`src/rtl/lbm_pkg.sv`:
```
// Shared lattice-Boltzmann definitions: default lattice geometry, moment type, reader FSM states.
// Latency: n/a (declarations only).
// Backpressure: n/a (declarations only).
package lbm_pkg;

    localparam int LBM_DIM_X      = 16;
    localparam int LBM_DIM_Y      = 16;
    localparam int LBM_DATA_WIDTH = 32;

    typedef logic signed [LBM_DATA_WIDTH-1:0] moment_t;

    typedef enum logic [1:0] {
        IDLE  = 2'd0,
        SCAN  = 2'd1,
        DRAIN = 2'd2
    } reader_state_t;

endpackage

```
`src/rtl/lattice_addr_counter.sv`:
```
// Raster-order lattice cell counter: tracks (x, y) and the linear RAM address together.
// Latency: one cycle from advance to the next cell, clear takes effect on the next edge.
// Backpressure: holds its position whenever advance is low.
//
// Ports: Clk/Reset_n clock and async active-low reset; clear returns to cell 0;
// advance steps to the next cell (wrapping after the last); x, y, addr current cell;
// is_last high when the current cell is DEPTH-1.
module lattice_addr_counter #(
    parameter int DIM_X         = 16,
    parameter int DEPTH         = 256,
    parameter int ADDRESS_WIDTH = 8,
    parameter int X_W           = 4,
    parameter int Y_W           = 4
) (
    input  logic                     Clk,
    input  logic                     Reset_n,
    input  logic                     clear,
    input  logic                     advance,
    output logic [X_W-1:0]           x,
    output logic [Y_W-1:0]           y,
    output logic [ADDRESS_WIDTH-1:0] addr,
    output logic                     is_last
);

    localparam logic [X_W-1:0]           X_MAX    = X_W'(DIM_X - 1);
    localparam logic [ADDRESS_WIDTH-1:0] ADDR_MAX = ADDRESS_WIDTH'(DEPTH - 1);

    logic [X_W-1:0]           r_x;
    logic [Y_W-1:0]           r_y;
    logic [ADDRESS_WIDTH-1:0] r_addr;
    logic                     w_is_last;

    // Raster order means y*DIM_X + x is just a running index, so the
    // address steps by one alongside x/y instead of being multiplied out.
    assign w_is_last = (r_addr == ADDR_MAX);

    always_ff @(posedge Clk or negedge Reset_n) begin
        if (!Reset_n) begin
            r_x    <= '0;
            r_y    <= '0;
            r_addr <= '0;
        end else if (clear) begin
            r_x    <= '0;
            r_y    <= '0;
            r_addr <= '0;
        end else if (advance) begin
            if (w_is_last) begin
                r_x    <= '0;
                r_y    <= '0;
                r_addr <= '0;
            end else if (r_x == X_MAX) begin
                r_x    <= '0;
                r_y    <= r_y + 1'b1;
                r_addr <= r_addr + 1'b1;
            end else begin
                r_x    <= r_x + 1'b1;
                r_addr <= r_addr + 1'b1;
            end
        end
    end

    assign x       = r_x;
    assign y       = r_y;
    assign addr    = r_addr;
    assign is_last = w_is_last;

endmodule

```
`src/rtl/moment_ram_reader.sv`:
```
// Sweeps the moment RAM in raster order and streams each cell as a tagged valid/ready beat.
// Latency: first beat valid two edges after start is sampled, then one beat per cycle.
// Backpressure: out_ready low freezes the output beat and the cell counter; nothing is dropped.
//
// Ports: Clk/Reset_n clock and async active-low reset; start sweep request (IDLE only);
// busy sweep in progress (through the done cycle); done one-cycle completion pulse;
// ram_address/ram_data combinational read port; out_valid/out_ready/out_data/out_x/
// out_y/out_last output stream.
// Optional: MOMENT_RAM_READER_SUM_EN adds a signed running sum of all handshaken beats.
module moment_ram_reader
    import lbm_pkg::*;
#(
    parameter int DIM_X         = LBM_DIM_X,
    parameter int DIM_Y         = LBM_DIM_Y,
    parameter int DEPTH         = DIM_X * DIM_Y,
    parameter int ADDRESS_WIDTH = $clog2(DEPTH),
    parameter int DATA_WIDTH    = LBM_DATA_WIDTH
) (
    input  logic                                  Clk,
    input  logic                                  Reset_n,
    input  logic                                  start,
    output logic                                  busy,
    output logic                                  done,
    output logic [ADDRESS_WIDTH-1:0]              ram_address,
    input  logic signed [DATA_WIDTH-1:0]          ram_data,
    output logic                                  out_valid,
    input  logic                                  out_ready,
    output logic signed [DATA_WIDTH-1:0]          out_data,
    output logic [$clog2(DIM_X)-1:0]              out_x,
    output logic [$clog2(DIM_Y)-1:0]              out_y,
    output logic                                  out_last
`ifdef MOMENT_RAM_READER_SUM_EN
    ,
    output logic signed [DATA_WIDTH+ADDRESS_WIDTH-1:0] sum
`endif
);

    localparam int X_W = $clog2(DIM_X);
    localparam int Y_W = $clog2(DIM_Y);

    reader_state_t            r_state;
    reader_state_t            w_state_nxt;
    logic                     r_done;
    logic                     w_accept;
    logic                     w_free;
    logic                     w_load;
    logic                     w_hs;
    logic [X_W-1:0]           w_x;
    logic [Y_W-1:0]           w_y;
    logic [ADDRESS_WIDTH-1:0] w_addr;
    logic                     w_is_last;

    assign w_accept = (r_state == IDLE) && start;
    assign w_free   = !out_valid || out_ready;
    assign w_load   = (r_state == SCAN) && w_free;
    assign w_hs     = out_valid && out_ready;

    lattice_addr_counter #(
        .DIM_X         (DIM_X),
        .DEPTH         (DEPTH),
        .ADDRESS_WIDTH (ADDRESS_WIDTH),
        .X_W           (X_W),
        .Y_W           (Y_W)
    ) u_counter (
        .Clk     (Clk),
        .Reset_n (Reset_n),
        .clear   (w_accept),
        .advance (w_load),
        .x       (w_x),
        .y       (w_y),
        .addr    (w_addr),
        .is_last (w_is_last)
    );

    // State register
    always_ff @(posedge Clk or negedge Reset_n) begin
        if (!Reset_n) begin
            r_state <= IDLE;
        end else begin
            r_state <= w_state_nxt;
        end
    end

    // Next state. DRAIN is held through the done cycle so busy covers it
    // and a start arriving alongside done is not mistaken for a new request.
    always_comb begin
        w_state_nxt = r_state;
        case (r_state)
            IDLE:    if (start) w_state_nxt = SCAN;
            SCAN:    if (w_load && w_is_last) w_state_nxt = DRAIN;
            DRAIN:   if (r_done) w_state_nxt = IDLE;
            default: w_state_nxt = IDLE;
        endcase
    end

    // Outputs decoded from state. The RAM only sees a live address while
    // scanning; its data is sampled in that same cycle.
    always_comb begin
        busy        = (r_state != IDLE);
        ram_address = '0;
        if (r_state == SCAN) begin
            ram_address = w_addr;
        end
    end

    // Output beat register and done pulse
    always_ff @(posedge Clk or negedge Reset_n) begin
        if (!Reset_n) begin
            out_valid <= 1'b0;
            out_data  <= '0;
            out_x     <= '0;
            out_y     <= '0;
            out_last  <= 1'b0;
            r_done    <= 1'b0;
        end else begin
            r_done <= 1'b0;
            if (w_load) begin
                out_valid <= 1'b1;
                out_data  <= ram_data;
                out_x     <= w_x;
                out_y     <= w_y;
                out_last  <= w_is_last;
            end else if ((r_state == DRAIN) && w_hs) begin
                out_valid <= 1'b0;
                r_done    <= 1'b1;
            end
        end
    end

    assign done = r_done;

`ifdef MOMENT_RAM_READER_SUM_EN
    logic signed [DATA_WIDTH+ADDRESS_WIDTH-1:0] r_sum;

    // Wide enough for DEPTH full-scale moments, so it never wraps.
    always_ff @(posedge Clk or negedge Reset_n) begin
        if (!Reset_n) begin
            r_sum <= '0;
        end else if (w_accept) begin
            r_sum <= '0;
        end else if (w_hs) begin
            r_sum <= r_sum + {{ADDRESS_WIDTH{out_data[DATA_WIDTH-1]}}, out_data};
        end
    end

    assign sum = r_sum;
`endif

endmodule

```
`config.mk`:
```
export PLATFORM = sky130hd
export DESIGN_NAME = moment_ram_reader
export DESIGN_NICKNAME = d
export VERILOG_FILES = /design/src/rtl/lbm_pkg.sv /design/src/rtl/lattice_addr_counter.sv /design/src/rtl/moment_ram_reader.sv
export SDC_FILE = /design/constraint.sdc
export NUM_CORES = 1
export LEC_CHECK = 0
export ABC_AREA = 1
export CORE_MARGIN = 8
export CORE_UTILIZATION = 41
export DETAILED_ROUTE_END_ITERATION = 8
export PLACE_DENSITY = 0.76
export SLEW_MARGIN = 25
export SYNTH_ARGS = -nofsm -noshare
export SYNTH_HDL_FRONTEND = slang
export SYNTH_SLANG_ARGS = --single-unit
```
`constraint.sdc`:
```
create_clock -name Clk -period 1.4 [get_ports Clk]
set_input_delay 0.21 -clock Clk [delete_from_list [all_inputs] [get_ports Clk]]
set_output_delay 0.21 -clock Clk [all_outputs]
set_load 0.005 [all_outputs]
```
# ---- Yosys cells after proc, flatten, opt, wreduce, memory -nomap -nowiden
# Index checks and enable logic that the tools add are counted.
dict set report word_totals {
  wordCells 54
  out_inout_bits 52
  regBits 61
}
dict set report classes {
  eq_ne 7
  n_mux 20
  n_reduce_logical 14
  n_addsub 3
}
# operator n
set ops {}
lappend ops {{$mux 4} 8}
lappend ops {{$mux 8} 4}
lappend ops {{$add 4x1->4 const B} 2}
lappend ops {{$add 8x1->8 const B} 1}
lappend ops {{$eq 8x8->1 const B} 1}
lappend ops {{$mux 2} 3}
lappend ops {{$ne 2x2->1 const B} 3}
lappend ops {{$pmux 2 s3} 1}
lappend ops {{$reduce_bool 2->1} 3}
lappend ops {{$logic_and 1x1->1} 5}
lappend ops {{$eq 4x4->1 const B} 1}
lappend ops {{$mux 1} 4}
lappend ops {{$reduce_and 3->1} 1}
lappend ops {{$reduce_bool 3->1} 1}
lappend ops {{$eq 2x1->1 const B} 1}
lappend ops {{$eq 2x2->1 const B} 1}
lappend ops {{$logic_not 2->1} 1}
lappend ops {{$reduce_and 2->1} 1}
lappend ops {{$logic_not 1->1} 1}
lappend ops {{$logic_or 1x1->1} 1}

# ---- Logic depth before layout (Yosys ltp)
# Gate-level depths: netlist of run 1.
dict set report logic_depth {
  word_depth 6
  ltp_mapped 8
  depth_no_buf 8
}

# ---- Cells and area by module
# From an unflattened synthesis of run 1, not the netlist that was laid out.
dict set report unflattened {
  cells_unflattened 322
  hier_area_um2 2781.4
}
# mod instances area_per_inst_um2 cells_per_inst seq_area_each_um2
set modules_own_cells {}
lappend modules_own_cells {moment_ram_reader 1 1893.1 215 1126.1}
lappend modules_own_cells {lattice_addr_counter 1 888.4 107 400.4}

# ---- Worst setup path after synthesis of run 1
# OpenSTA, ideal clock, no wires.
dict set report synth_timing {
  kind {register to register}
  start {register u_counter.r_addr[1], in the netlist u_counter.addr[1]}
  end {register u_counter.r_y[2], in the netlist u_counter.y[2]}
  arrival_ps 1220
  stages_incl_launch_ff 9
  path_slack_ps 64
  synth_period_minus_slack_ps 1336
  n_path_buf 0
  cell_sequence {dfrtp_1 ha_1 inv_1 nor2_1 nand2_1 nand3_1 nand2_1 nand2_1 nand2_1}
}
dict set report synth_via {
  elab_chain_len 4
}
# element line_no
set synth_lines {}
lappend synth_lines {{from (decl)} lattice_addr_counter.sv:30} ;# logic [ADDRESS_WIDTH-1:0] r_addr;
lappend synth_lines {{from (signal assigned)} lattice_addr_counter.sv:54} ;# r_addr <= r_addr + 1'b1;
lappend synth_lines {{from (signal assigned)} lattice_addr_counter.sv:57} ;# r_addr <= r_addr + 1'b1;
lappend synth_lines {{$eq 8x8->1 (*)} lattice_addr_counter.sv:35} ;# assign w_is_last = (r_addr == ADDR_MAX);
lappend synth_lines {{$mux 4} lattice_addr_counter.sv:47} ;# if (w_is_last) begin
lappend synth_lines {{$mux 4} lattice_addr_counter.sv:46} ;# end else if (advance) begin
lappend synth_lines {{$mux 4} lattice_addr_counter.sv:42} ;# end else if (clear) begin
lappend synth_lines {{to (signal assigned)} lattice_addr_counter.sv:53} ;# r_y <= r_y + 1'b1;
lappend synth_lines {{to (decl)} lattice_addr_counter.sv:29} ;# logic [Y_W-1:0] r_y;
# Every way passes the cells marked *; elsewhere a longest branch is shown, timed or not. The select of a mux whose other input is x is not followed.
# A chain may end at the register's enable or synchronous reset.

# ---- Worst setup path after layout of run 1
dict set report layout_timing {
  start {register r_state[1]}
  end {register u_counter.r_addr[2], in the netlist u_counter.addr[2]}
}
dict set report layout_via {
  elab_chain_len 3
}
# element line_no
set layout_lines {}
lappend layout_lines {{from (decl)} moment_ram_reader.sv:41} ;# reader_state_t r_state;
lappend layout_lines {{from (signal assigned)} moment_ram_reader.sv:80} ;# r_state <= w_state_nxt;
lappend layout_lines {{$eq 2x1->1 or $logic_not 2->1 (tied branches)} {moment_ram_reader.sv:55, moment_ram_reader.sv:53}}
lappend layout_lines {{$logic_and 1x1->1 (on tied branches)} {moment_ram_reader.sv:55, moment_ram_reader.sv:53}}
lappend layout_lines {{$reduce_bool 2->1 (no line) or $mux 8 (tied branches)} n/a}
# Parallel ways exist; a longest one is shown, timed or not.

==> implementation parameters, run 1 <==
Parameter                              Value

Yosys
  Warnings from Yosys    0
  Most frequently used flop master after synthesis    sky130_fd_sc_hd__dfrtp_1
  Synthesized cell area    0.00265 sq mm
  Most area-hungry cell type in the Yosys netlist    sky130_fd_sc_hd__dfrtp_1
  Most instantiated cells after synthesis    sky130_fd_sc_hd__nand2_1 (161), sky130_fd_sc_hd__dfrtp_1 (61), sky130_fd_sc_hd__nor2_1 (19)
  Gate count after technology mapping    between 300 and 400
  Post-Synthesis Net Count    roughly 360
  Sequential share of the synthesized area    0.576
  Share of Yosys cell area claimed by the top area cell type    0.576
  Synth area leaders    sky130_fd_sc_hd__dfrtp_1 (58%), sky130_fd_sc_hd__nand2_1 (23%), sky130_fd_sc_hd__nor2_1 (2.7%)
  Most common cell in the synthesized netlist    sky130_fd_sc_hd__nand2_1
  Average cell area after synthesis    8.38 sq um
  Share of flip-flops with an asynchronous set or reset after synthesis    1.00
  Number of flops mapped to enable cells by yosys    0
  Post-synthesis register bit count    between 60 and 70
  Number of unique standard cell types used by synthesis    23

Cells and area
  Post-layout utilization of the core    0.649
  Fillcell total    538
  FF/Latch Area    0.00153 sq mm
  Fraction of layout instances using a drive strength above 1    0.179
  Layout overhead on the synthesized area    54.7%
  Ant. Diodes    0
  Post-route design area    0.00410 sq mm
  Layout net count    470
  Multi-input gate area in the final layout    0.00110 sq mm

Detailed routing
  Total wire length after detailed routing    7.45 mm
  ANT nets after route    0
  Routed via count divided by cell count    4.77
  DRC Markers    0
  Detailed Route Iter0 Violations    102
  Average wire per standard cell    14.5 um
  First-pass iteration count of the detailed router    4
  Via count    2447

Power and ir drop
  P_leak    2.17 nW
  Part of the total power dissipated in combinational logic    0.321
  Clk pwr share    0.310
  Internal cell power    4.66 mW
  Sequential cell fraction of total power    0.370
  Pwr dens    1670 mW/mm^2
  Switching Fraction    0.317
  Worst supply voltage drop on vdd    around 0.8 mV
  Net switching component of the power    around 2.2 mW

STA
  Clock Skews    between 0.009 and 0.01 ns
  Number of slew-limit violations in the final report    0
  Post-layout worst setup margin    -0.0114 ns
  RSZ-0062 raised after global routing    true
  Final Hold Fails    0
  Time the worst path needs with I/O delays and setup    1.41 ns
  Final setup violating endpoints    2
  Least-Margin Pin Slew    around 0.33 ns
  Highest clock frequency the design can meet    0.709 GHz
  Relative slew slack    0.782
  Final Cycle Share    1.01

Die
  Placeable core region    0.00631 sq mm
  Horizontal die dimension    approximately 96 um
  Full die area    0.00929 sq mm
  Number of core rows    29
  I/O pin total    88
  Effective utilization at floorplan    0.420
  Die Span Y    96.4 um

Critical path
  Launching element type of the critical path    flip-flop
  Data required time at the worst endpoint    1.67 ns
  Endpoint kind of the worst setup timing path    flip-flop
  Path type of the worst setup path    flip-flop to flip-flop
  Critical Path AT    1.68 ns
  Cell class contributing the biggest share of worst-path delay    buffers and inverters
  Cells along the critical path    buf_4 > buf_4 > nor2_4 > nand2_4 > buf_6 > o21ai_2 > nand2_1 > nor2_1
  Biggest fanout along the worst timing path    6
  Slowest stage cell on the critical path    sky130_fd_sc_hd__dfrtp_1
  Critical path's largest stage delay    0.41 ns
  Buffers & Inverters on Critical Path    3
  Cell repeated most along the worst path    sky130_fd_sc_hd__buf_4

Run
  Max-cap violations    0

Clock network
  TritonCTS clock tree    built
  Total number of H-tree levels    3
  Maximum buffer depth of the clock tree    2
  Later-pin clock latency in the skew report    0.33 ns
  Clk sinks    61
  Worst-path clk slew    0.07 ns
  Inserted Clock Buffers    9
  Cell chosen for the clock root    sky130_fd_sc_hd__clkbuf_8

Placed design
  Area post-placement    0.00368 sq mm
  Final RePlAce weighted congestion    0.799
  Half-perimeter wire length of the detailed placement result    5.08 mm
  IO Port Bufs    87

Status
  Failing checks    negative setup slack
  Status    finished with violations

Global routing
  Maximum number of pins on one net before global-route repair    62
  Antenna violations before repair    0
  Gr usage total    0.170
  GRT Residual Overflow    0
  Vias in the first global route    2515
  Global-route wire length before repair    12.1 mm

Hold path
  Worst Hold Class    input port to flip-flop
## power by group through the flow
stage / Sequential, mW / Combinational [mW] / Clock (mW)
floorplan: 2.55 / 0.916 / 0
global placement: 2.54 / 2.16 / 0
detailed placement: 2.56 / 2.22 / 0
CTS: 2.52 / 2.03 / 2.15
global route: 2.58 / 2.46 / 2.24
finish: 2.52 / 2.19 / 2.11
## area by class of cell
class,count,share of cell area
flip-flops and latches,61,0.373
multi-input cells,226,0.269
clock buffers,10,0.0336
inverters,21,0.0217
repair buffers,112,0.247
well taps,77,0.0235
clock inverters,6,0.0327
## cells by family after synthesis
family | synth area share
buf+inv | 0.0501
simple gates | 0.310
xor+xnor | 0.0132
flops | 0.576
compound gates | 0.0364
fa+ha+maj | 0.0142
## worst min-delay path, stage by stage
cell and delay [ns]:
sky130_fd_sc_hd__clkdlybuf4s50_1 0.39, sky130_fd_sc_hd__nand2_1 0.06, sky130_fd_sc_hd__nand2_1 0.04
## registers in the layout (all words and copies together) (netlist names)
register	count
out_x	4
out_y	4
out_data	32
u_counter.x	4
u_counter.addr	8
out_valid	1
out_last	1
u_counter.y	4
done	1
r_state	2
## path summary, 6_finish.rpt
kind,startpoint,to,slack [ns],cells after the start
worst max-delay path,r_state[1]$_DFFE_PN0P_,u_counter.addr[2]$_DFFE_PN0P_,-0.01,8
worst min-delay path,ram_data[10],out_data[10]$_DFFE_PN0P_,0.40,3
worst max register to register,r_state[1]$_DFFE_PN0P_,u_counter.addr[2]$_DFFE_PN0P_,-0.01,8
worst min register to register,out_data[18]$_DFFE_PN0P_,out_data[18]$_DFFE_PN0P_,0.47,2
max in group asynchronous,Reset_n,u_counter.addr[0]$_DFFE_PN0P_,0.72,3
min in group asynchronous,Reset_n,out_y[0]$_DFFE_PN0P_,0.41,3
## placed cells by master, fill, tap and decap left out, types with 6 or more instances in the layout
master,count
sky130_fd_sc_hd__buf_2,9
sky130_fd_sc_hd__buf_4,16
sky130_fd_sc_hd__buf_6,7
sky130_fd_sc_hd__clkbuf_8,10
sky130_fd_sc_hd__clkdlybuf4s50_1,34
sky130_fd_sc_hd__dfrtp_1,61
sky130_fd_sc_hd__dlygate4sd2_1,43
sky130_fd_sc_hd__inv_1,17
sky130_fd_sc_hd__nand2_1,157
sky130_fd_sc_hd__nand3_1,8
sky130_fd_sc_hd__nor2_1,12
sky130_fd_sc_hd__nor2_4,7
sky130_fd_sc_hd__o21ai_0,6
sky130_fd_sc_hd__o21ai_1,6
## routing by layer
metal / share of wire / vias to the layer above / track usage
met3: 0.055 / 14 / 0.0371
li1: - / 1201 / -
met4: 0.022 / 0 / 0.0845
met5: 0 / - / 0
met2: 0.53 / 70 / 0.289
met1: 0.39 / 1162 / 0.197
## stage by stage
| step | hold slack, ns | TNS, ns | setup WS [ns] | instances | total power [mW] |
|---|---|---|---|---|---|
| finish | 0.401 | -0.0136 | -0.0114 | 513 | 6.82 |
| global route | 0.411 | -2.39 | -0.102 | 513 | 7.28 |
| CTS | 0.388 | -0.0876 | -0.0206 | 509 | 6.70 |
| detailed placement | 0.247 | -2.01 | -0.0782 | 484 | 4.78 |
| global placement | 0.245 | -0.256 | -0.0232 | 484 | 4.70 |
| floorplan | -0.0856 | 0 | 0.0637 | 316 | 3.46 |
## repair_timing
item	4_1_cts	5_1_grt
hold buffers	1	0
endpoints found under the hold margin	61	0
endpoints found under the setup margin	57	66
pin swaps	4	7
cloned	1	0
setup buffers	7	4
resized for setup	92	27
No activity file was read; power rests on OpenSTA's default activity.
==> run 2, diff against run 1 <==
- CORE_MARGIN: 8 -> 5
==> run 2 against run 1 <==
  * The run still ends with negative setup slack left
  * Register-to-register slack lost 0.07 ns
  * Sequential power barely moved
  * Largest power group unchanged
  * Sequential share of layout area increased by 0.40 points
  * Largest cell class unchanged
  * Via count fell by 1.7%
  * Non-clock buffer count is 4 higher
  * Critical path type unchanged
==> implementation parameters, run 2 (synthesized netlist as in run 1, its figures left out) <==
Parameter                              Value

Cells and area
  Commonest non-fill, non-tap cells in the layout    sky130_fd_sc_hd__nand2_1 (159), sky130_fd_sc_hd__dfrtp_1 (61), sky130_fd_sc_hd__dlygate4sd2_1 (37) (was sky130_fd_sc_hd__nand2_1 (157), sky130_fd_sc_hd__dfrtp_1 (61), sky130_fd_sc_hd__dlygate4sd2_1 (43))
  Ant. Diodes    0 (unchanged)
  Largest register by flop count    out_data (unchanged)
  FF/Latch Area    0.00153 sq mm (unchanged)
  Most frequent standard cell in the layout excluding fill and tap cells    sky130_fd_sc_hd__nand2_1 (unchanged)
  Multi-input gate area in the final layout    0.00105 sq mm (was 0.00110 sq mm)
  Fillcell total    556 (was 538)
  Layout overhead on the synthesized area    53.0% (was 54.7%)
  Fraction of layout instances using a drive strength above 1    0.173 (was 0.179)
  Largest register FFs    32 (unchanged)
  Layout net count    473 (was 470)

Status
  Status    finished with violations (unchanged)
  Failing checks    negative setup slack (unchanged)

Critical path
  Cell repeated most along the worst path    sky130_fd_sc_hd__buf_6 (was sky130_fd_sc_hd__buf_4)
  Cells along the critical path    inv_2 > nand2_4 > buf_6 > buf_6 > nor2_4 > buf_4 > buf_12 > nand2_1 > o21ai_0 (was buf_4 > buf_4 > nor2_4 > nand2_4 > buf_6 > o21ai_2 > nand2_1 > nor2_1)
  Launching element type of the critical path    flip-flop (unchanged)
  Worst Setup SP    r_state[1]$_DFFE_PN0P_ (unchanged)
  Endpoint kind of the worst setup timing path    flip-flop (unchanged)
  Critical path's largest stage delay    0.40 ns (was 0.41 ns)
  Slowest stage cell on the critical path    sky130_fd_sc_hd__dfrtp_1 (unchanged)
  Path type of the worst setup path    flip-flop to flip-flop (unchanged)
  Data required time at the worst endpoint    1.64 ns (was 1.67 ns)
  Register-to-register path setup slack    -0.08 ns (was -0.01 ns)
  Origin of the critical flop-to-flop path    r_state[1]$_DFFE_PN0P_ (unchanged)
  Biggest fanout along the worst timing path    16 (was 6)
  Critical Path AT    1.72 ns (was 1.68 ns)

Detailed routing
  ANT nets after route    0 (unchanged)
  DRC Markers    0 (unchanged)
  Total wire length after detailed routing    6.99 mm (was 7.45 mm)
  First-pass iteration count of the detailed router    4 (unchanged)
  Average wire per standard cell    13.6 um (was 14.5 um)
  Routed via count divided by cell count    4.66 (was 4.77)
  Via count    2406 (was 2447)
  Detailed Route Iter0 Violations    99 (was 102)

STA
  RSZ-0062 raised after global routing    true (unchanged)
  Setup Total Neg Slack    -1.29 ns (was -0.0136 ns)
  Worst hold slack after final layout    0.415 ns (was 0.401 ns)
  Number of slew-limit violations in the final report    0 (unchanged)
  Highest clock frequency the design can meet    0.677 GHz (was 0.709 GHz)
  Time the worst path needs with I/O delays and setup    1.48 ns (was 1.41 ns)
  Relative slew slack    0.782 (about the same)
  Final Hold Fails    0 (unchanged)
  Final setup violating endpoints    32 (was 2)
  Clock Skews    0.00445 ns (was 0.00912 ns)
  Least-Margin Pin Slew    0.325 ns (was 0.327 ns)
  Final Cycle Share    1.06 (was 1.01)
  Post-layout worst setup margin    -0.0778 ns (was -0.0114 ns)

Clock network
  Inserted Clock Buffers    9 (unchanged)
  Total number of H-tree levels    3 (unchanged)
  TritonCTS clock tree    built (unchanged)
  Cell chosen for the clock root    sky130_fd_sc_hd__clkbuf_8 (unchanged)
  Worst-path clk slew    0.07 ns (about the same)
  Maximum buffer depth of the clock tree    2 (unchanged)
  Later-pin clock latency in the skew report    0.32 ns (was 0.33 ns)
  Clk sinks    61 (unchanged)

Hold path
  Worst Hold Class    input port to asynchronous set/reset pin (was input port to flip-flop)

Die
  Full die area    0.00817 sq mm (was 0.00929 sq mm)
  Die Span Y    90.4 um (was 96.4 um)
  Placeable core region    0.00631 sq mm (unchanged)
  Horizontal die dimension    90.4 um (was 96.4 um)
  Effective utilization at floorplan    0.420 (unchanged)
  I/O pin total    88 (unchanged)
  Number of core rows    29 (unchanged)

Global routing
  Vias in the first global route    2397 (was 2515)
  GRT Residual Overflow    0 (unchanged)
  Global-route wire length before repair    11.1 mm (was 12.1 mm)
  Antenna violations before repair    0 (unchanged)
  Gr usage total    0.168 (was 0.170)
  Maximum number of pins on one net before global-route repair    62 (unchanged)

Run
  Max-cap violations    0 (unchanged)

Placed design
  IO Port Bufs    87 (unchanged)
  Final RePlAce weighted congestion    0.801 (was 0.799)
  Half-perimeter wire length of the detailed placement result    4.69 mm (was 5.08 mm)

Power and ir drop
  Pwr dens    1580 mW/mm^2 (was 1670 mW/mm^2)
  P_leak    2.21 nW (was 2.17 nW)
  Worst supply voltage drop on vdd    0.864 mV (was 0.825 mV)
run 2: worst max-delay path: cells and delay by family, from the launching register on:
kind / cells / cell delay [ns]
AOI/OAI and AO/OA: 1 / 0.07
buffers and inverters: 5 / 0.63
and+or+nand+nor: 3 / 0.29
DFF: 1 / 0.40
run 2: cell type report:
type	count	share of cell area
clock buffer	14	0.0475
clock inverter	2	0.00926
inverter	21	0.0195
multi-input combinational	225	0.258
sequential	61	0.377
tap	77	0.0238
timing repair buffer	116	0.265
run 2: where the power goes:
part           switching (mW)  total (mW)  internal (mW)
logic                    1.07        2.14           1.07
clock network           0.672        1.74           1.07
registers               0.310        2.53           2.22
run 2: path summary, 6_finish.rpt:
kind | cells after the start | to
min | 3 | out_x[1]$_DFFE_PN0P_
max | 9 | u_counter.addr[1]$_DFFE_PN0P_
max in group asynchronous | 3 | out_data[2]$_DFFE_PN0P_
min in group Clk | 3 | out_data[8]$_DFFE_PN0P_
min reg2reg | 2 | out_data[12]$_DFFE_PN0P_
max reg2reg | 9 | u_counter.addr[1]$_DFFE_PN0P_
run 2: per-stage QoR:
| stage | setup slack, ns | total power [mW] | utilization | cell area (sq um) | std cells |
|---|---|---|---|---|---|
| after detailed placement | -0.0634 | 4.73 | 0.582 | 3670 | 485 |
| after global placement | -0.0254 | 4.67 | 0.582 | 3670 | 485 |
| after global routing | -0.152 | 6.85 | 0.642 | 4050 | 516 |
| after floorplan | 0.0637 | 3.46 | - | 2650 | 316 |
| after CTS | -0.0470 | 6.37 | 0.626 | 3950 | 511 |
| final | -0.0778 | 6.41 | 0.642 | 4050 | 516 |
run 2: per-layer routing:
metal / GRT usage / up-vias / wire (um)
met3: 0.0483 / 7 / 290
met5: 0 / - / 0
met4: 0.0782 / 0 / 104
met1: 0.201 / 1144 / 2980
li1: - / 1201 / -
met2: 0.279 / 54 / 3620
run 2: repair_timing:
action / 4_1_cts / 5_1_grt
pin swaps: 4 / 2
setup endpoints to repair: 53 / 64
buffers inserted: 9 / 5
endpoints found under the hold margin: 61 / 0
hold buffers: 1 / 0
gates resized for setup: 83 / 23
==> patch (flow settings as in run 1) <==
The 3 states of `reader_state_t` get a one-hot encoding in 3 bits.
--- a/src/rtl/lbm_pkg.sv
+++ b/src/rtl/lbm_pkg.sv
@@ -9,10 +9,10 @@
 
     typedef logic signed [LBM_DATA_WIDTH-1:0] moment_t;
 
-    typedef enum logic [1:0] {
-        IDLE  = 2'd0,
-        SCAN  = 2'd1,
-        DRAIN = 2'd2
+    typedef enum logic [2:0] {
+        IDLE  = 3'b001,
+        SCAN  = 3'b010,
+        DRAIN = 3'b100
     } reader_state_t;
 
 endpackage
Behaviour: no difference found for any inputs over 10 cycles, from zero or initial values and one cycle with Reset_n low; not proved beyond that.
==> patch against run 1 <==
- the flow still finishes with violations (negative setup slack)
- utilization grew 4.6 points
- sequential power up 9.5%
- total power grew 13%
- sequential cell count grew 1
- non-clock buffer count increased by 25
- global-route usage decreased by 0.65 points
- routed wire length grew 11%
- first-iteration DRC count grew 25%
- setup slack lost 0.12 ns
- maximum frequency shrank 7.7%
- synthesized area increased by 2.6%
- critical path depth fell by 3
- via count increased by 9.0%
- design area up 8.3%
==> patch: results (changes against run 1) <==
detailed_routing:
  drt_wl_total_um: 8230  # was 7450 um
  first_iter_violations: 127  # was 102
  post_drt_wl_per_cell_um: 15.0  # was 14.5 um
pwr:
  sequentialPowerShare_pct: 35.6  # was 37.0%
  leakage_power_summed_over_all_cells_uw: 0.00247  # was 0.00217 uW
timing:
  final_critical_path_setup_slack_ns: -0.129  # was -0.0114 ns
  finalSetupViolCount: 21  # was 2
synth:
  synth_net_count: 367  # was 355
  fraction_of_the_mapped_netlist_area_in_adder_cells_pct: 1.38  # was 1.42%
  number_of_synthesized_register_bits: 62  # was 61
place:
  placer_s_final_routability_congestion_estimate: 0.869  # was 0.799
  dpl.hpwl_um: 5410  # was 5080 um
global_route:
  gr-usage-all-layers_pct: 16.3  # was 17.0%
critical_path:
  timing.critical_path.arrival_ns: 1.32  # was 1.68 ns
  cp_top_family: "flip-flops"  # was buffers and inverters
  critPathSlowestCell: "sky130_fd_sc_hd__dfstp_2"  # was sky130_fd_sc_hd__dfrtp_1
  r2r_cells: 7  # was 8
  timing.rr.end: "u_counter.y[2]$_DFFE_PN0P_"  # was u_counter.addr[2]$_DFFE_PN0P_
finish:
  n_all_inverters: 29  # was 21
  layout.buffer.nonclock.area_share_pct: 29.2  # was 24.7%
  buffers: 137  # was 112
  fraction_of_area_in_registers_pct: 35.0  # was 37.3%
  multi_input_area_um2: 1140  # was 1100 um^2
clock_network:
  postCtsSetupBuffers: 11  # was 7
outcome:
  failed_checks: "negative setup slack"  # unchanged
  status: "finished with violations"  # unchanged
-- patch: changes by cell type after synthesis, sizes merged, moves of 3 or more --
cell	before	now
nand3	11	15
inv	21	29
nand2	164	156
nand4	1	7
xor2	4	1
nor3	1	4
-- patch: per-stage QoR --
stage | setup WS [ns] | instance area, um^2 | setup TNS, ns | power (uW) | hold WS, ns
floorplan | 0.0692 | 2720 | 0 | 3840 | -0.0856
global placement | -0.144 | 3910 | -4.00 | 5560 | 0.178
detailed placement | -0.191 | 3910 | -5.32 | 5650 | 0.180
CTS | -0.154 | 4220 | -0.912 | 7460 | 0.358
global route | -0.183 | 4440 | -3.02 | 8240 | 0.374
finish | -0.129 | 4440 | -1.44 | 7740 | 0.357
-- patch: kinds of logic (layout without fill, tap and decap cells) --
family	after synthesis	in the layout
and+or+nand+nor	204	204
DFF	62	62
buffers and inverters	39	182
AOI/OAI and AO/OA	19	19
adders and majority gates	3	3
xor gates and xnor gates	1	1
-- patch: worst max-delay path by stage --
stage	startpoint	to	cells past startpoint
3_5_place_dp	out_ready	u_counter.addr[0]$_DFFE_PN0P_	9
5_1_grt	r_state[0]$_DFFE_PN1P_	ram_address[3]	5
2_1_floorplan	u_counter.addr[0]$_DFFE_PN0P_	u_counter.addr[5]$_DFFE_PN0P_	8
6_report	r_state[0]$_DFFE_PN1P_	ram_address[2]	5
3_3_place_gp	r_state[0]$_DFFE_PN1P_	ram_address[1]	4
4_1_cts	r_state[0]$_DFFE_PN1P_	busy	4
-- patch: metal layers --
layer  global-route usage [%]  share of wire, %  vias to the layer above
met1                     19.1                42                     1288
met5                        0                 0                        -
met2                     27.4                50                       79
met4                     5.01               1.5                        0
li1                         -                 -                     1287
met3                     5.41               6.8                       13
